File: config.mk
export PLATFORM = sky130hd
export DESIGN_NAME = uart_shift_engine_flat
export DESIGN_NICKNAME = d
export VERILOG_FILES = /design/src/rtl/uart_shift_engine_pkg.sv /design/src/rtl/uart_shift_engine_if.sv /design/src/rtl/uart_shift_engine_bit_counter.sv /design/src/rtl/uart_shift_engine.sv /design/src/flat_wrapper.sv
export SDC_FILE = /design/constraint.sdc
export NUM_CORES = 1
export LEC_CHECK = 0
export CAP_MARGIN = 20
export CELL_PAD_IN_SITES_DETAIL_PLACEMENT = 0
export CELL_PAD_IN_SITES_GLOBAL_PLACEMENT = 1
export CORE_ASPECT_RATIO = 1.5
export CORE_UTILIZATION = 34
export DETAILED_ROUTE_END_ITERATION = 8
export PLACE_DENSITY = 0.88
export SYNTH_ARGS = -nofsm -noshare
export SYNTH_HDL_FRONTEND = slang
export SYNTH_HIERARCHICAL = 1
export SYNTH_SLANG_ARGS = --single-unit
File: constraint.sdc
create_clock -name clk -period 5.4 [get_ports clk]
set_clock_uncertainty 0.05 [all_clocks]
set_input_delay 1.62 -clock clk [delete_from_list [all_inputs] [get_ports clk]]
set_output_delay 1.62 -clock clk [all_outputs]
set_load 0.01 [all_outputs]
File: src/rtl/uart_shift_engine_pkg.sv
// uart_shift_pkg: shared types and sizing helper for the UART shift engine
package uart_shift_pkg;
  typedef enum logic {IDLE, ACTIVE} shift_state_t;
  function automatic int cw_of(input int width);
    return $clog2(width + 1);
  endfunction
endpackage

File: src/rtl/uart_shift_engine_if.sv
// uart_shift_engine_if: control/data bundle between bit-timing control (master) and shift engine (slave)
//   load_en/parallel_in arm a frame, shift_en/serial_in drive one bit tick;
//   q/serial_out/count/busy/done/parity report engine state.
interface uart_shift_engine_if #(parameter int WIDTH = 9);
  import uart_shift_pkg::*;
  localparam int CW = cw_of(WIDTH);
  logic load_en;
  logic [WIDTH-1:0] parallel_in;
  logic shift_en;
  logic serial_in;
  logic [WIDTH-1:0] q;
  logic serial_out;
  logic [CW-1:0] count;
  logic busy;
  logic done;
  logic parity;
  modport master (output load_en, parallel_in, shift_en, serial_in,
                  input q, serial_out, count, busy, done, parity);
  modport slave (input load_en, parallel_in, shift_en, serial_in,
                 output q, serial_out, count, busy, done, parity);
endinterface

File: src/rtl/uart_shift_engine_bit_counter.sv
// uart_bit_counter: CW-bit up counter with clear, enable and terminal-count flag
//   clk/rst: clock, async active-high reset; clr_i: synchronous clear (wins over en_i);
//   en_i: count up; cnt_o: current value; tc_o: cnt_o == TERM (counter saturates there).
module uart_bit_counter #(
  parameter int CW = 4,
  parameter int TERM = 9
) (
  input  logic clk,
  input  logic rst,
  input  logic clr_i,
  input  logic en_i,
  output logic [CW-1:0] cnt_o,
  output logic tc_o
);
  logic [CW-1:0] cnt_q, cnt_d;
  assign tc_o = cnt_q == CW'(TERM);
  assign cnt_o = cnt_q;
  always_comb cnt_d = clr_i ? '0 : (en_i && !tc_o) ? cnt_q + 1'b1 : cnt_q;
  always_ff @(posedge clk or posedge rst)
    if (rst) cnt_q <= '0;
    else cnt_q <= cnt_d;
endmodule

File: src/rtl/uart_shift_engine.sv
// uart_shift_engine: shared TX serialiser / RX deserialiser with bit counter and done handshake
//   clk/rst: clock, async active-high reset; bus: slave side of uart_shift_engine_if
//   (load_en has priority over shift_en; done pulses one cycle after the WIDTH-th shift).
module uart_shift_engine
  import uart_shift_pkg::*;
#(
  parameter int WIDTH = 9,
  parameter bit LSB_FIRST = 1'b1
) (
  input logic clk,
  input logic rst,
  uart_shift_engine_if.slave bus
);
  localparam int CW = cw_of(WIDTH);
  shift_state_t state_q, state_d;
  logic [WIDTH-1:0] q_q, q_d;
  logic done_q, done_d;
  logic [CW-1:0] cnt;
  logic tc, shift, last;
  assign shift = state_q == ACTIVE && bus.shift_en && !tc;
  assign last = cnt == CW'(WIDTH - 1);
  uart_bit_counter #(.CW(CW), .TERM(WIDTH)) u_cnt (
    .clk(clk),
    .rst(rst),
    .clr_i(bus.load_en),
    .en_i(shift),
    .cnt_o(cnt),
    .tc_o(tc)
  );
  always_comb begin
    state_d = state_q;
    q_d = q_q;
    done_d = 1'b0;
    if (bus.load_en) begin
      state_d = ACTIVE;
      q_d = bus.parallel_in;
    end else if (shift) begin
      q_d = LSB_FIRST ? {bus.serial_in, q_q[WIDTH-1:1]} : {q_q[WIDTH-2:0], bus.serial_in};
      state_d = last ? IDLE : ACTIVE;
      done_d = last;
    end
  end
  always_ff @(posedge clk or posedge rst)
    if (rst) begin
      state_q <= IDLE;
      q_q <= '0;
      done_q <= 1'b0;
    end else begin
      state_q <= state_d;
      q_q <= q_d;
      done_q <= done_d;
    end
  assign bus.q = q_q;
  assign bus.serial_out = LSB_FIRST ? q_q[0] : q_q[WIDTH-1];
  assign bus.count = cnt;
  assign bus.busy = state_q == ACTIVE;
  assign bus.done = done_q;
  assign bus.parity = ^q_q;
endmodule

File: src/flat_wrapper.sv
// flat-port wrapper written by rule: the top's interface ports become plain ports
module uart_shift_engine_flat import uart_shift_pkg::*;
#(
  parameter int WIDTH = 9,
  parameter bit LSB_FIRST = 1'b1
)
  (clk, rst, bus_load_en, bus_parallel_in, bus_shift_en, bus_serial_in, bus_q, bus_serial_out, bus_count, bus_busy, bus_done, bus_parity);
  uart_shift_engine_if #(.WIDTH(WIDTH)) bus_i ();
  input logic clk;
  input logic rst;
  input wire logic [$bits(bus_i.load_en)-1:0] bus_load_en;
  input wire logic [$bits(bus_i.parallel_in)-1:0] bus_parallel_in;
  input wire logic [$bits(bus_i.shift_en)-1:0] bus_shift_en;
  input wire logic [$bits(bus_i.serial_in)-1:0] bus_serial_in;
  output wire logic [$bits(bus_i.q)-1:0] bus_q;
  output wire logic [$bits(bus_i.serial_out)-1:0] bus_serial_out;
  output wire logic [$bits(bus_i.count)-1:0] bus_count;
  output wire logic [$bits(bus_i.busy)-1:0] bus_busy;
  output wire logic [$bits(bus_i.done)-1:0] bus_done;
  output wire logic [$bits(bus_i.parity)-1:0] bus_parity;
  assign bus_i.load_en = bus_load_en;
  assign bus_i.parallel_in = bus_parallel_in;
  assign bus_i.shift_en = bus_shift_en;
  assign bus_i.serial_in = bus_serial_in;
  assign bus_q = bus_i.q;
  assign bus_serial_out = bus_i.serial_out;
  assign bus_count = bus_i.count;
  assign bus_busy = bus_i.busy;
  assign bus_done = bus_i.done;
  assign bus_parity = bus_i.parity;
  uart_shift_engine #(.WIDTH(WIDTH), .LSB_FIRST(LSB_FIRST)) u_core (.clk(clk), .rst(rst), .bus(bus_i));
endmodule
==> After elaboration in Yosys (flattened, before gate mapping) <==
Cells that the tools add are included.
{ "word_totals": {"reg_bits": 15, "in_bits": 14, "elab_cells": 23} }
{ "op_classes": {"n_eq_ne": 2, "n_reduce_logical": 7, "n_mux": 9, "add_sub_neg": 1} }
{ "ops": {"columns": ["operator", "n"], "rows": [
  ["9-bit 2-to-1 mux", 2],
  ["9-bit XOR reduction", 1],
  ["4-bit equality test, second input constant", 2],
  ["4-bit 2-to-1 mux", 2],
  ["1-bit 2-to-1 mux", 5],
  ["4-bit by 1-bit adder with 4-bit output, second input constant", 1],
  ["2-bit nonzero test", 2],
  ["1-bit logical AND", 3],
  ["1-bit logical NOT", 1]
]} }

==> Logic depth before layout (Yosys ltp) <==
{ "depth": {"depth_word": 6, "depth_mapped": 10, "ltp_nobuf": 9} }

==> Modules after synthesis <==
The synthesis kept the hierarchy.
{ "modules_own_cells": {"columns": ["mod", "seq_area_each_um2", "n_inst", "cells_each", "area_per_inst_um2"], "rows": [
  ["uart_shift_engine", 275.3, 1, 65, 611.8],
  ["uart_bit_counter", 100.1, 1, 24, 240.2]
]} }

==> Worst setup path before layout <==
OpenSTA, ideal clock, no wires.
{ "synth_path": {"path_kind": "reg-to-output", "start": "register u_core.q_q[4], in the netlist u_core/bus.q[4]", "end": "output bus_parity", "setup_slack_ns": 2.478, "path_stages_with_launch": 4, "n_path_buf": 0, "t_arrival_ns": 1.252, "path_cell_list": "dfrtp_1 -> xnor2_1 -> xnor3_1 -> xnor2_1"} }
{ "synth_via": {"elab_chain_len": 1} }
{ "synth_rtl": {"columns": ["item", "line", "source"], "rows": [
  ["start, declared", "uart_shift_engine.sv:16", "logic [WIDTH-1:0] q_q, q_d;"],
  ["start signal, assigned", "uart_shift_engine.sv:50", "q_q <= q_d;"],
  ["9-bit XOR reduction", "uart_shift_engine.sv:58", "assign bus.parity = ^q_q;"],
  ["end, declared", "flat_wrapper.sv:20", "output wire logic [$bits(bus_i.parity)-1:0] bus_parity;"]
]} }
Every way passes these cells.

==> Final worst setup path <==
Same ends and word-level chain as after synthesis.

==> metrics.md <==
| Metric | Value |
|---|---|
| Power Density | `249 nW/µm²` |
| Share of cells above drive strength 1 | `7.56%` |
| Max Cap Viol | `0` |
| Peak supply drop | `0.000120 V` |
| CTS tree | `yes` |
| Ranking of synthesized cells by area | `dfrtp_1 44%, a21oi_1 11%, nor2b_1 6.6%` |
| Cell-by-cell trace of the critical path | `xnor2_1 > xnor3_1 > xnor2_1 > clkdlybuf4s50_1` |
| Initial antenna violation count | `0` |
| Congestion Overflow GR | `0` |
| Clk slew on worst S/H paths | `90 ps` |
| Worst-Skew Late Latency | `280 ps` |
| RSZ-0062 raised after global routing | `false` |
| Slowest-stage cell, CP | `clkdlybuf4s50_1` |
| Routed vias/inst | `5.29` |
| I/O pins | `31` |
| Worst Hold Class | `flop to flop` |
| First-pass DRT Iterations | `4` |
| ANT nets after route | `0` |
| CP max stage delay | `540 ps` |
| Max Slew Vio Count | `0` |
| Crit start category | `flop` |
| Starting density of the core | `36.9%` |
| Setup TNS | `0 ps` |
| Row count | `21` |
| Final Hold Fails | `0` |
| Post-Syn Instances | `89` |
| Drt wl/cell | `13.7 µm` |
| Area leader, netlist | `dfrtp_1` |
| Routability Congestion | `0.753` |
| Die area | `2710 µm²` |
| Setup slack, reg-to-reg | `3210 ps` |
| Die H | `63.3 µm` |
| Area occupied by registers | `375 µm²` |
| Synth warnings | `6` |
| Seq/Total Area, Yosys | `44.1%` |
| Footprint of the multi-input gates | `435 µm²` |
| Syn Std Cell Area | `852 µm²` |
| DRC errors left | `0` |
| H-tree depth | `1` |
| CTS Buf Count | `3` |
| Setup Crit Path Kind | `flop to output pin` |
| # Post-CTS Setup Buffers | `0` |
| Tightest Pin Transition | `794 ps` |
| Synth Area per Inst | `9.57 µm²` |
| P&R area growth vs syn | `39.2%` |
| Largest net degree at the start of global routing | `26` |
| Outcome | `complete, no violations` |
| FILL cells | `240` |
| CP Max Fanout | `4` |
| Max Fclk | `272 MHz` |
| Synth Register Bits | `15` |
| Distinct cells, synth | `24` |
| Worst-case clock buffer depth | `2` |
| Routed via count | `751` |
| Tot GR Track Use | `16.1%` |
| Post-detail-place hpwl | `1460 µm` |
| Final setup viols | `0` |
| Share of the synthesized area in the top cell type | `44.1%` |
| First-pass GRT wire length | `3350 µm` |
| Crit path top cell by count | `xnor2_1` |
| Minimum clock period | `3680 ps` |
| Starting DRT DRC Count | `8` |
| Period utilization | `68.2%` |
| Syn_nets | `105` |
| Final core utilization | `51.3%` |
| Worst Path Arrival | `2010 ps` |
| Post-CTS Resized | `0` |
| Number of port buffers | `30` |
| Hold-fix buffers at CTS | `0` |
| Worst rel slew slack | `46.9%` |
| Antenna cell count | `0` |
| Critical path required time | `3730 ps` |
| Worst hold margin | `530 ps` |
| CTS Sinks | `15` |
| DRT Wirelength | `1950 µm` |
| LEAKAGE | `0.533 nW` |
| Die width | `42.9 µm` |
| Fin nets | `136` |
| Setup crit end kind | `output pin` |
| Core box area | `2310 µm²` |
| Number of global-route vias before repair | `751` |
| Root Buffer | `clkbuf_4` |
## layout by cell type, fill, tap and decap left out
master / count
a211oi_1: 1
nor4b_1: 1
inv_1: 5
nand2b_1: 1
clkdlybuf4s50_1: 30
nand4_1: 1
xor2_1: 2
clkinv_2: 1
a21oi_2: 1
clkbuf_4: 3
and2_2: 1
nand3_1: 1
dfrtp_1: 15
nor2b_1: 9
nor2_1: 3
o21ai_0: 1
nand3b_4: 2
a21oi_1: 19
or3b_1: 1
ha_1: 2
xnor2_2: 1
xnor3_1: 1
xnor2_1: 4
a21o_1: 1
nand2_1: 12
## cells by family after synthesis
kind of cell / count (synthesis) / share of synthesized area, %
AND/OR/NAND/NOR: 32 / 22.9
AO/OA/AOI/OAI: 23 / 14.5
flip-flops: 15 / 44.1
buffers and inverters: 9 / 4.85
XOR/XNOR: 8 / 10.7
adder cells (fa/ha/maj): 2 / 2.94
## worst max-delay path: cells and delay by family, from the launching register on
kind	cells	cell delay, ps
XOR/XNOR	3	760
buffers and inverters	1	540
flip-flops	1	430
## where the power goes
| part | internal (mW) | total, mW | switching (mW) |
|---|---|---|---|
| sequential | 0.121 | 0.133 | 0.0123 |
| clock | 0.0274 | 0.0632 | 0.0358 |
| combinational | 0.0616 | 0.0994 | 0.0378 |
## final cells by class
type                            instances  share of cell area (%)
Clock inverter                          1                   0.422
Tap cell                               23                    2.43
Inverter                                5                    1.58
Timing Repair Buffer                   30                    25.3
Clock buffer                            3                    1.90
Multi-Input combinational cell         65                    36.7
Sequential cell                        15                    31.6
## registers in the layout, summed over array words and instances, names as in the netlist
signal	cells
u_core/bus.q	9
u_core/u_cnt/cnt_o	4
u_core/bus.busy	1
u_core/bus.done	1
## worst paths after layout
kind,start,end,cells after the start
hold reg to reg,u_core/bus.busy,u_core/bus.busy,1
setup reg to reg,u_core/u_cnt/cnt_o[0],u_core/u_cnt/cnt_o[2],8
setup / recovery,u_core/bus.q[4],bus_parity,4
hold / removal,u_core/bus.busy,u_core/bus.busy,1
max in group asynchronous,rst,u_core/bus.q[7],2
min in group asynchronous,rst,u_core/u_cnt/cnt_o[1],2
## metal layers
layer	track usage, %	vias up	wire length, µm
li1	-	354	-
met1	18.8	362	767
met2	28.0	33	1060
met3	2.29	2	112
met4	7.03	0	12
met5	0	-	0
## synth_stat cells
cell       n
a211oi_1   1
a21o_1     1
a21oi_1   19
a21oi_2    1
and2_2     1
buf_4      2
clkbuf_1   2
dfrtp_1   15
ha_1       2
inv_1      5
nand2_1   12
nand2b_1   1
nand3_1    1
nand3b_4   2
nand4_1    1
nor2_1     3
nor2b_1    9
nor4b_1    1
o21ai_0    1
or3b_1     1
xnor2_1    4
xnor2_2    1
xnor3_1    1
xor2_1     2
## stage by stage
step / cells / cell area, µm² / power, mW / worst slack [ps]
after floorplan: 89 / 852 / 0.186 / 2480
after global placement: 138 / 1160 / 0.233 / 2030
after detailed placement: 138 / 1160 / 0.236 / 2010
after CTS: 142 / 1190 / 0.301 / 1690
after global routing: 142 / 1190 / 0.314 / 1610
final: 142 / 1190 / 0.296 / 1720
(Power assumes the default switching activity.)
